<file path="config.mk">
export PLATFORM = sky130hd
export DESIGN_NAME = fc_argmax_out
export DESIGN_NICKNAME = d
export VERILOG_FILES = /design/src/rtl/fc_argmax_out.sv
export SDC_FILE = /design/constraint.sdc
export NUM_CORES = 1
export LEC_CHECK = 0
export CORE_MARGIN = 4
export CORE_UTILIZATION = 30
export DETAILED_ROUTE_END_ITERATION = 16
export MAX_ROUTING_LAYER = met4
export PLACE_DENSITY_LB_ADDON = 0.05
export SLEW_MARGIN = 20
export SYNTH_ARGS = -nofsm -noshare
export SYNTH_HDL_FRONTEND = slang
export SYNTH_SLANG_ARGS = --single-unit
</file>
<file path="constraint.sdc">
create_clock -name clk -period 6.4 [get_ports clk]
set_input_delay 0.64 -clock clk [delete_from_list [all_inputs] [get_ports clk]]
set_output_delay 0.64 -clock clk [all_outputs]
set_load 0.1 [all_outputs]
</file>
<file path="src/rtl/fc_argmax_out.sv">
// fc_argmax_out: final classification stage behind the flattened FC layer.
// Captures per-tile, per-channel neuron beats into a buffer. On i_start it
// scans all OUTPUT_NEURONS values in sequence and reports the index and value
// of the signed maximum. The result is held until the host acknowledges it.
//
// Ports:
//   clk            clock
//   rst            asynchronous active-low reset
//   i_data         [H_CIM_TILES][NUM_CHANNELS] neuron values of the current beat
//   i_we           beat write enable (accepted only when idle)
//   i_start        all beats delivered, begin scan (accepted only when idle)
//   i_result_ready consumer accepts the result (used only while valid)
//   o_ready        block idle, writes/start accepted
//   o_valid        result valid
//   o_class        index of the maximum neuron
//   o_max          value of the maximum neuron
module fc_argmax_out #(
  parameter int DATA_SIZE      = 8,
  parameter int H_CIM_TILES    = 2,
  parameter int NUM_CHANNELS   = 2,
  parameter int ELEMS_PER_TILE = 5,
  parameter int OUTPUT_NEURONS = 10,
  parameter int BEATS          = (ELEMS_PER_TILE + NUM_CHANNELS - 1) / NUM_CHANNELS,
  parameter int IDX_WIDTH      = (OUTPUT_NEURONS <= 1) ? 1 : $clog2(OUTPUT_NEURONS)
) (
  input  logic                                                   clk,
  input  logic                                                   rst,
  input  logic [H_CIM_TILES-1:0][NUM_CHANNELS-1:0][DATA_SIZE-1:0] i_data,
  input  logic                                                   i_we,
  input  logic                                                   i_start,
  output logic                                                   o_ready,
  output logic                                                   o_valid,
  output logic [IDX_WIDTH-1:0]                                   o_class,
  output logic [DATA_SIZE-1:0]                                   o_max,
  input  logic                                                   i_result_ready
);

  localparam int BEAT_W = (BEATS <= 1) ? 1 : $clog2(BEATS);

  typedef enum logic [1:0] {
    S_IDLE,
    S_SCAN,
    S_DONE
  } state_e;

  state_e                state_q, state_d;
  logic [BEAT_W-1:0]     beat_q, beat_d;
  logic [IDX_WIDTH-1:0]  scan_q, scan_d;
  logic [DATA_SIZE-1:0]  run_max_q, run_max_d;
  logic [IDX_WIDTH-1:0]  run_idx_q, run_idx_d;
  logic [IDX_WIDTH-1:0]  cls_q, cls_d;
  logic [DATA_SIZE-1:0]  max_q, max_d;

  logic [OUTPUT_NEURONS-1:0][DATA_SIZE-1:0] buf_w;
  logic                                     wr_en;

  assign wr_en = (state_q == S_IDLE) && i_we;

  // Each neuron has a fixed (tile, beat, channel) source, so its cell only
  // needs a beat-match compare; lanes past ELEMS_PER_TILE map to no cell.
  for (genvar gn = 0; gn < OUTPUT_NEURONS; gn++) begin : g_cell
    localparam int                TILE      = gn / ELEMS_PER_TILE;
    localparam int                LANE      = gn % ELEMS_PER_TILE;
    localparam int                CH        = LANE % NUM_CHANNELS;
    localparam logic [BEAT_W-1:0] CELL_BEAT = BEAT_W'(LANE / NUM_CHANNELS);

    logic [DATA_SIZE-1:0] cell_q;

    if (TILE < H_CIM_TILES) begin : g_wr
      always_ff @(posedge clk) begin
        if (wr_en && (beat_q == CELL_BEAT)) begin
          cell_q <= i_data[TILE][CH];
        end
      end
    end else begin : g_none
      assign cell_q = '0;
    end

    assign buf_w[gn] = cell_q;
  end

  logic [DATA_SIZE-1:0] cur_val;
  logic                 take_new;
  logic                 scan_last;
  logic [DATA_SIZE-1:0] cand_max;
  logic [IDX_WIDTH-1:0] cand_idx;

  // Strict greater-than keeps the lowest index on ties.
  assign cur_val   = buf_w[scan_q];
  assign take_new  = (scan_q == '0) || ($signed(cur_val) > $signed(run_max_q));
  assign scan_last = (scan_q == IDX_WIDTH'(OUTPUT_NEURONS - 1));
  assign cand_max  = take_new ? cur_val : run_max_q;
  assign cand_idx  = take_new ? scan_q  : run_idx_q;

  always_comb begin
    state_d   = state_q;
    beat_d    = beat_q;
    scan_d    = scan_q;
    run_max_d = run_max_q;
    run_idx_d = run_idx_q;
    cls_d     = cls_q;
    max_d     = max_q;

    case (state_q)
      S_IDLE: begin
        if (i_we) begin
          beat_d = (beat_q == BEAT_W'(BEATS - 1)) ? '0 : beat_q + 1'b1;
        end
        if (i_start) begin
          beat_d  = '0;
          scan_d  = '0;
          state_d = S_SCAN;
        end
      end
      S_SCAN: begin
        run_max_d = cand_max;
        run_idx_d = cand_idx;
        if (scan_last) begin
          // Last compare feeds the output registers directly so the result
          // is visible on the first DONE cycle.
          scan_d  = '0;
          cls_d   = cand_idx;
          max_d   = cand_max;
          state_d = S_DONE;
        end else begin
          scan_d = scan_q + 1'b1;
        end
      end
      S_DONE: begin
        if (i_result_ready) begin
          state_d = S_IDLE;
        end
      end
      default: state_d = S_IDLE;
    endcase
  end

  always_ff @(posedge clk or negedge rst) begin
    if (!rst) begin
      state_q   <= S_IDLE;
      beat_q    <= '0;
      scan_q    <= '0;
      run_max_q <= '0;
      run_idx_q <= '0;
      cls_q     <= '0;
      max_q     <= '0;
    end else begin
      state_q   <= state_d;
      beat_q    <= beat_d;
      scan_q    <= scan_d;
      run_max_q <= run_max_d;
      run_idx_q <= run_idx_d;
      cls_q     <= cls_d;
      max_q     <= max_d;
    end
  end

  assign o_ready = (state_q == S_IDLE);
  assign o_valid = (state_q == S_DONE);
  assign o_class = cls_q;
  assign o_max   = max_q;

endmodule

</file>
Yosys cells after proc, flatten, opt, wreduce, memory -nomap -nowiden
Cells that the tools add are included.

cells by class
  $lt $le $gt $ge = 2
  add/sub/neg operators = 2
  eq/ne operators = 8
  muxes and demuxes = 14
  reduce and logical (&&, ||, !) cells = 14

operators with widths
  cell                                                                  number
  8-bit binary-select mux with 4-bit select                             1
  8-bit 2-to-1 mux                                                      2
  2-bit 2-to-1 mux                                                      6
  4-bit 2-to-1 mux                                                      3
  8-bit greater-than comparator                                         1
  4-bit case mux with 2 select lines                                    1
  2-bit case mux with 3 select lines                                    1
  2-bit AND reduction                                                   3
  4-bit by 5-bit < comparator with 1-bit output, second input constant  1
  4-bit by 1-bit adder with 4-bit output, second input constant         1
  2-bit by 1-bit == test with 1-bit output, second input constant       2
  2-bit == test, second input constant                                  2
  4-bit == test, second input constant                                  1
  1-bit logical AND                                                     4
  2-bit zero test                                                       2
  4-bit zero test                                                       1
  2-bit != test, second input constant                                  2
  2-bit nonzero test                                                    2
  3-bit AND reduction                                                   1
  2-bit by 1-bit adder with 2-bit output, second input constant         1
  2-bit by 1-bit != test with 1-bit output, second input constant       1
  1-bit logical OR                                                      1

word-level totals
  logic and storage cells = 57
  flip-flop bits (word level) = 112
  output and inout bits = 14
  input port bits = 37

Depth between registers and ports, before layout
  word-level depth = 5
  mapped depth = 15
  gate-level depth less buffers = 11

Least setup slack after synthesis
OpenSTA, ideal clock, no wires.

  path type = flip-flop to flip-flop
  start point = register state_q[1]
  end point = register g_cell[2].cell_q[0] (enable)
  period minus slack after synthesis = 4970 ps
  arrival = 4500 ps
  stages on the path, launching flop included = 4
  slack = 1430 ps
  data required time = 5930 ps
  cell sequence = dfrtp_1 > nor2_1 > nand2_1 > nor3b_1

on the way
  longest elaborated chain between the ends = 3

ends and longest elaborated chain
  element                 line  RTL
  start, declared         46    state_e state_q, state_d;
  start signal, assigned  148   state_q <= state_d;
  2-bit zero test         n/a
  net o_ready             31    output logic o_ready,
  1-bit logical AND       57    assign wr_en = (state_q == S_IDLE) && i_we;
  1-bit logical AND       71    if (wr_en && (beat_q == CELL_BEAT)) begin
  end signal, assigned    72    cell_q <= i_data[TILE][CH];
  end, declared           67    logic [DATA_SIZE-1:0] cell_q;

The timed path passes the listed nets, and every way through them passes these cells.
A chain may end at the register's enable or synchronous reset.

Worst setup path after layout
  start point = register scan_q[0]
  end point = register run_max_q[3]

on the way
  longest elaborated chain between the ends = 5

ends and longest elaborated chain
  element                                    line  RTL
  start, declared                            48    logic [IDX_WIDTH-1:0] scan_q, scan_d;
  start signal, assigned                     150   scan_q <= scan_d;
  8-bit binary-select mux with 4-bit select  89    assign cur_val = buf_w[scan_q];
  8-bit 2-to-1 mux (not written as such)     89
  8-bit greater-than comparator              90    assign take_new = (scan_q == '0) || ($signed(cur_val) > $signed(run_max_q));
  1-bit logical OR                           90
  8-bit 2-to-1 mux (*)                       92    assign cand_max = take_new ? cur_val : run_max_q;
  end signal, assigned                       151   run_max_q <= run_max_d;
  end, declared                              49    logic [DATA_SIZE-1:0] run_max_q, run_max_d;

Mark *: on every way between the ends. The rest lies on a longest branch, timed or not. The select of a mux whose other input is x is not followed.

==> reports/metrics.yaml <==
die_y_microns: 134
cts_root_buf: "sky130_fd_sc_hd__clkbuf_16"
synth_cell_type_count: 41
vdd_drop_max_uv: 267
route.detailed.drc: 0
grt_antenna_before_repair: 0
flip_flop_and_latch_count_after_synthesis: 112
syn_nets: 349
detailedRoute.firstIterationViolations: 118
yosys_warnings: 0
register_area_sq_um: 3200
clk_pin_slew_ns: 0.07
static-leakage-power_nw: 2.14
grt_ovf: 0
max_clock_freq_ghz: 0.229
period_share: 0.681
setup_viol: 0
critPathArrivalTime_ns: 4.60
worst-r2r-setup-slack_ns: 2.04
clkPwrFrac: 0.173
switching_share: 0.401
ys_dominant_reg_cell: "sky130_fd_sc_hd__edfxtp_1"
floorplan.core_area_sq_um: 15400
dieWidth_microns: 134
power_frac_seq: 0.317
run_status: "completed"
worstPathRequired_ns: 6.64
place.port_buffers: 50
postSynthAreaPerCell_sq_um: 15.8
yosysTopAreaCellShare: 0.504
cts_htree_levels: 3
final_routed_wirelength_across_all_metal_layers_mm: 9.71
timing.final.hold_violations: 0
area_of_the_die_sq_um: 18000
hold_class: "reg2reg"
first_pass_iters: 4
period_minus_slack_ns: 4.36
critical_path_class: "reg2reg"
io_pins: 51
grt_usage: 0.118
cts.repair.resized: 0
tightest_slew_ns: 0.979
synthTopCellsByArea: "sky130_fd_sc_hd__edfxtp_1, sky130_fd_sc_hd__dfrtp_1, sky130_fd_sc_hd__mux2i_1, sky130_fd_sc_hd__mux4_2, sky130_fd_sc_hd__mux2_4"
p_int_mw: 1.95
cts_inserted_buffers: 9
insertion_delay_ns: 0.35
setup.worst_path.end_class: "flop"
combinationalPowerShare: 0.510
route.detailed.vias_per_inst: 4.52
fillCellCount: 1427
clkSinkCount: 112
area_delta_synth_final_pct: 22.0
cp-start-kind: "flop"
synthTopCellsByCount: "sky130_fd_sc_hd__edfxtp_1, sky130_fd_sc_hd__dfrtp_1, sky130_fd_sc_hd__mux2i_1, sky130_fd_sc_hd__nand2_1, sky130_fd_sc_hd__inv_1"
gp_congestion: 0.738
slew_viols_final: 0
pwr_density_cell_nw_per_um2: 561
synth_edf_count: 80
critical_path.max_fanout: 14
post_route_cells_drive_above_1_share: 0.155
synthCells: 301
switching_power_mw: 1.31
grt_first_pass_wirelength_mm: 15.6
route.antenna.remaining_nets: 0
mappedNetlistArea_sq_um: 4770
num-nets-final: 404
post_cts_hold_fix_bufs: 0
routed-via-count: 2585
max-clock-path-buffers: 2
yosysTopAreaCell: "sky130_fd_sc_hd__edfxtp_1"
totalNegativeSetupSlack_ns: 0
max_cap_check_violation_count: 0
timing.max_slew.rel_slack: 0.345
antenna_diode_instance_count: 0
first_global_vias: 2732
row_count: 45
async_reset_ff_frac: 0.286
start_util: 0.310
detailedPlacementHpwl_mm: 6.69
average_routed_wire_per_standard_cell_microns: 17.0
multiInputGateArea_sq_um: 1460
yosys.cell_count.top_type: "sky130_fd_sc_hd__edfxtp_1"
post-cts-setup-buffers: 0
synth-seq-area-share: 0.672
clock_tree_from_tritoncts: "done"
totalPowerFinal_mw: 3.26
clock_skew_ns: 0.00745
grt_start_max_net_pins: 34
rsz0062_at_grt: "no"
## layer usage
layer	wire length (microns)	GRT usage	up-vias	share of wire
li1	-	-	1257	-
met1	4840	0.161	1262	0.50
met2	4370	0.171	55	0.45
met3	371	0.0364	11	0.038
met4	128	0.0322	0	0.013
met5	0	-	-	0
## logic make-up after synthesis
| logic type | Yosys count | share of synthesized area |
|---|---|---|
| AND/OR/NAND/NOR | 49 | 0.0507 |
| multiplexers | 53 | 0.145 |
| AO/OA/AOI/OAI | 50 | 0.0766 |
| flip-flops | 112 | 0.672 |
| adder cells (fa/ha/maj) | 11 | 0.0289 |
| buffers and inverters | 26 | 0.0268 |
## path summary, 6_finish.rpt
| kind | start | to | depth (start not counted) |
|---|---|---|---|
| worst max-delay path | scan_q[0]$_DFFE_PN0P_ | run_max_q[3]$_DFFE_PN0P_ | 10 |
| worst min-delay path | o_class[2]$_DFFE_PN0P_ | o_class[2]$_DFFE_PN0P_ | 2 |
| worst max register to register | scan_q[0]$_DFFE_PN0P_ | run_max_q[3]$_DFFE_PN0P_ | 10 |
| worst min register to register | o_class[2]$_DFFE_PN0P_ | o_class[2]$_DFFE_PN0P_ | 2 |
| max in group asynchronous | rst | o_max[2]$_DFFE_PN0P_ | 2 |
| min in group asynchronous | rst | beat_q[1]$_DFFE_PN0P_ | 2 |
## flip-flops by register name, summed over array words and instances (netlist names)
signal,flops
o_class,4
g_cell.cell_q,80
beat_q,2
state_q,2
scan_q,4
run_idx_q,4
o_max,8
run_max_q,8
## per-stage QoR
stage	util	std cells	instance area (sq um)	worst slack, ns	hold WS (ns)
after floorplan	-	301	4770	1.43	0.344
after global placement	0.359	556	5520	2.07	0.455
after detailed placement	0.359	556	5520	2.00	0.464
after CTS	0.378	572	5820	1.98	0.481
after global routing	0.378	572	5820	1.80	0.503
final	0.378	572	5820	2.04	0.469
## worst max-delay path, cell delays in order (launching register included)
cell and delay (ns):
sky130_fd_sc_hd__dfrtp_1 0.63, sky130_fd_sc_hd__buf_4 0.36, sky130_fd_sc_hd__mux4_2 0.53, sky130_fd_sc_hd__a221o_1 0.42
sky130_fd_sc_hd__ha_1 0.31, sky130_fd_sc_hd__a21o_1 0.19, sky130_fd_sc_hd__a2111oi_4 0.37, sky130_fd_sc_hd__nand2_1 0.16
sky130_fd_sc_hd__a32oi_4 0.68, sky130_fd_sc_hd__nor2_4 0.22, sky130_fd_sc_hd__mux2_4 0.35
## final cells by class
| class | instances | area share |
|---|---|---|
| Sequential cell | 112 | 0.551 |
| Multi-Input combinational cell | 163 | 0.251 |
| Timing Repair Buffer | 56 | 0.0938 |
| Tap cell | 211 | 0.0454 |
| Clock buffer | 11 | 0.0400 |
| Clock inverter | 5 | 0.0105 |
| Inverter | 14 | 0.00903 |
## cell usage in the layout (no fill, tap or decap), types with 9 or more instances in the layout
cell,count
sky130_fd_sc_hd__ha_1,11
sky130_fd_sc_hd__mux2_2,9
sky130_fd_sc_hd__clkbuf_16,9
sky130_fd_sc_hd__dfrtp_1,32
sky130_fd_sc_hd__clkdlybuf4s50_1,50
sky130_fd_sc_hd__mux2_4,10
sky130_fd_sc_hd__inv_1,14
sky130_fd_sc_hd__mux2i_1,26
sky130_fd_sc_hd__nand2_1,20
sky130_fd_sc_hd__edfxtp_1,80
sky130_fd_sc_hd__o21ai_0,11
sky130_fd_sc_hd__nor2_1,10
## power groups by stage
stage               Combinational [mW]  Clock (mW)  Sequential [mW]
global placement                  1.69           0             1.05
CTS                               1.70       0.583             1.04
global route                      1.80       0.616             1.06
floorplan                         1.20           0             1.21
detailed placement                1.70           0             1.05
finish                            1.66       0.565             1.03
Note: power is estimated with default switching activity, not from simulation.
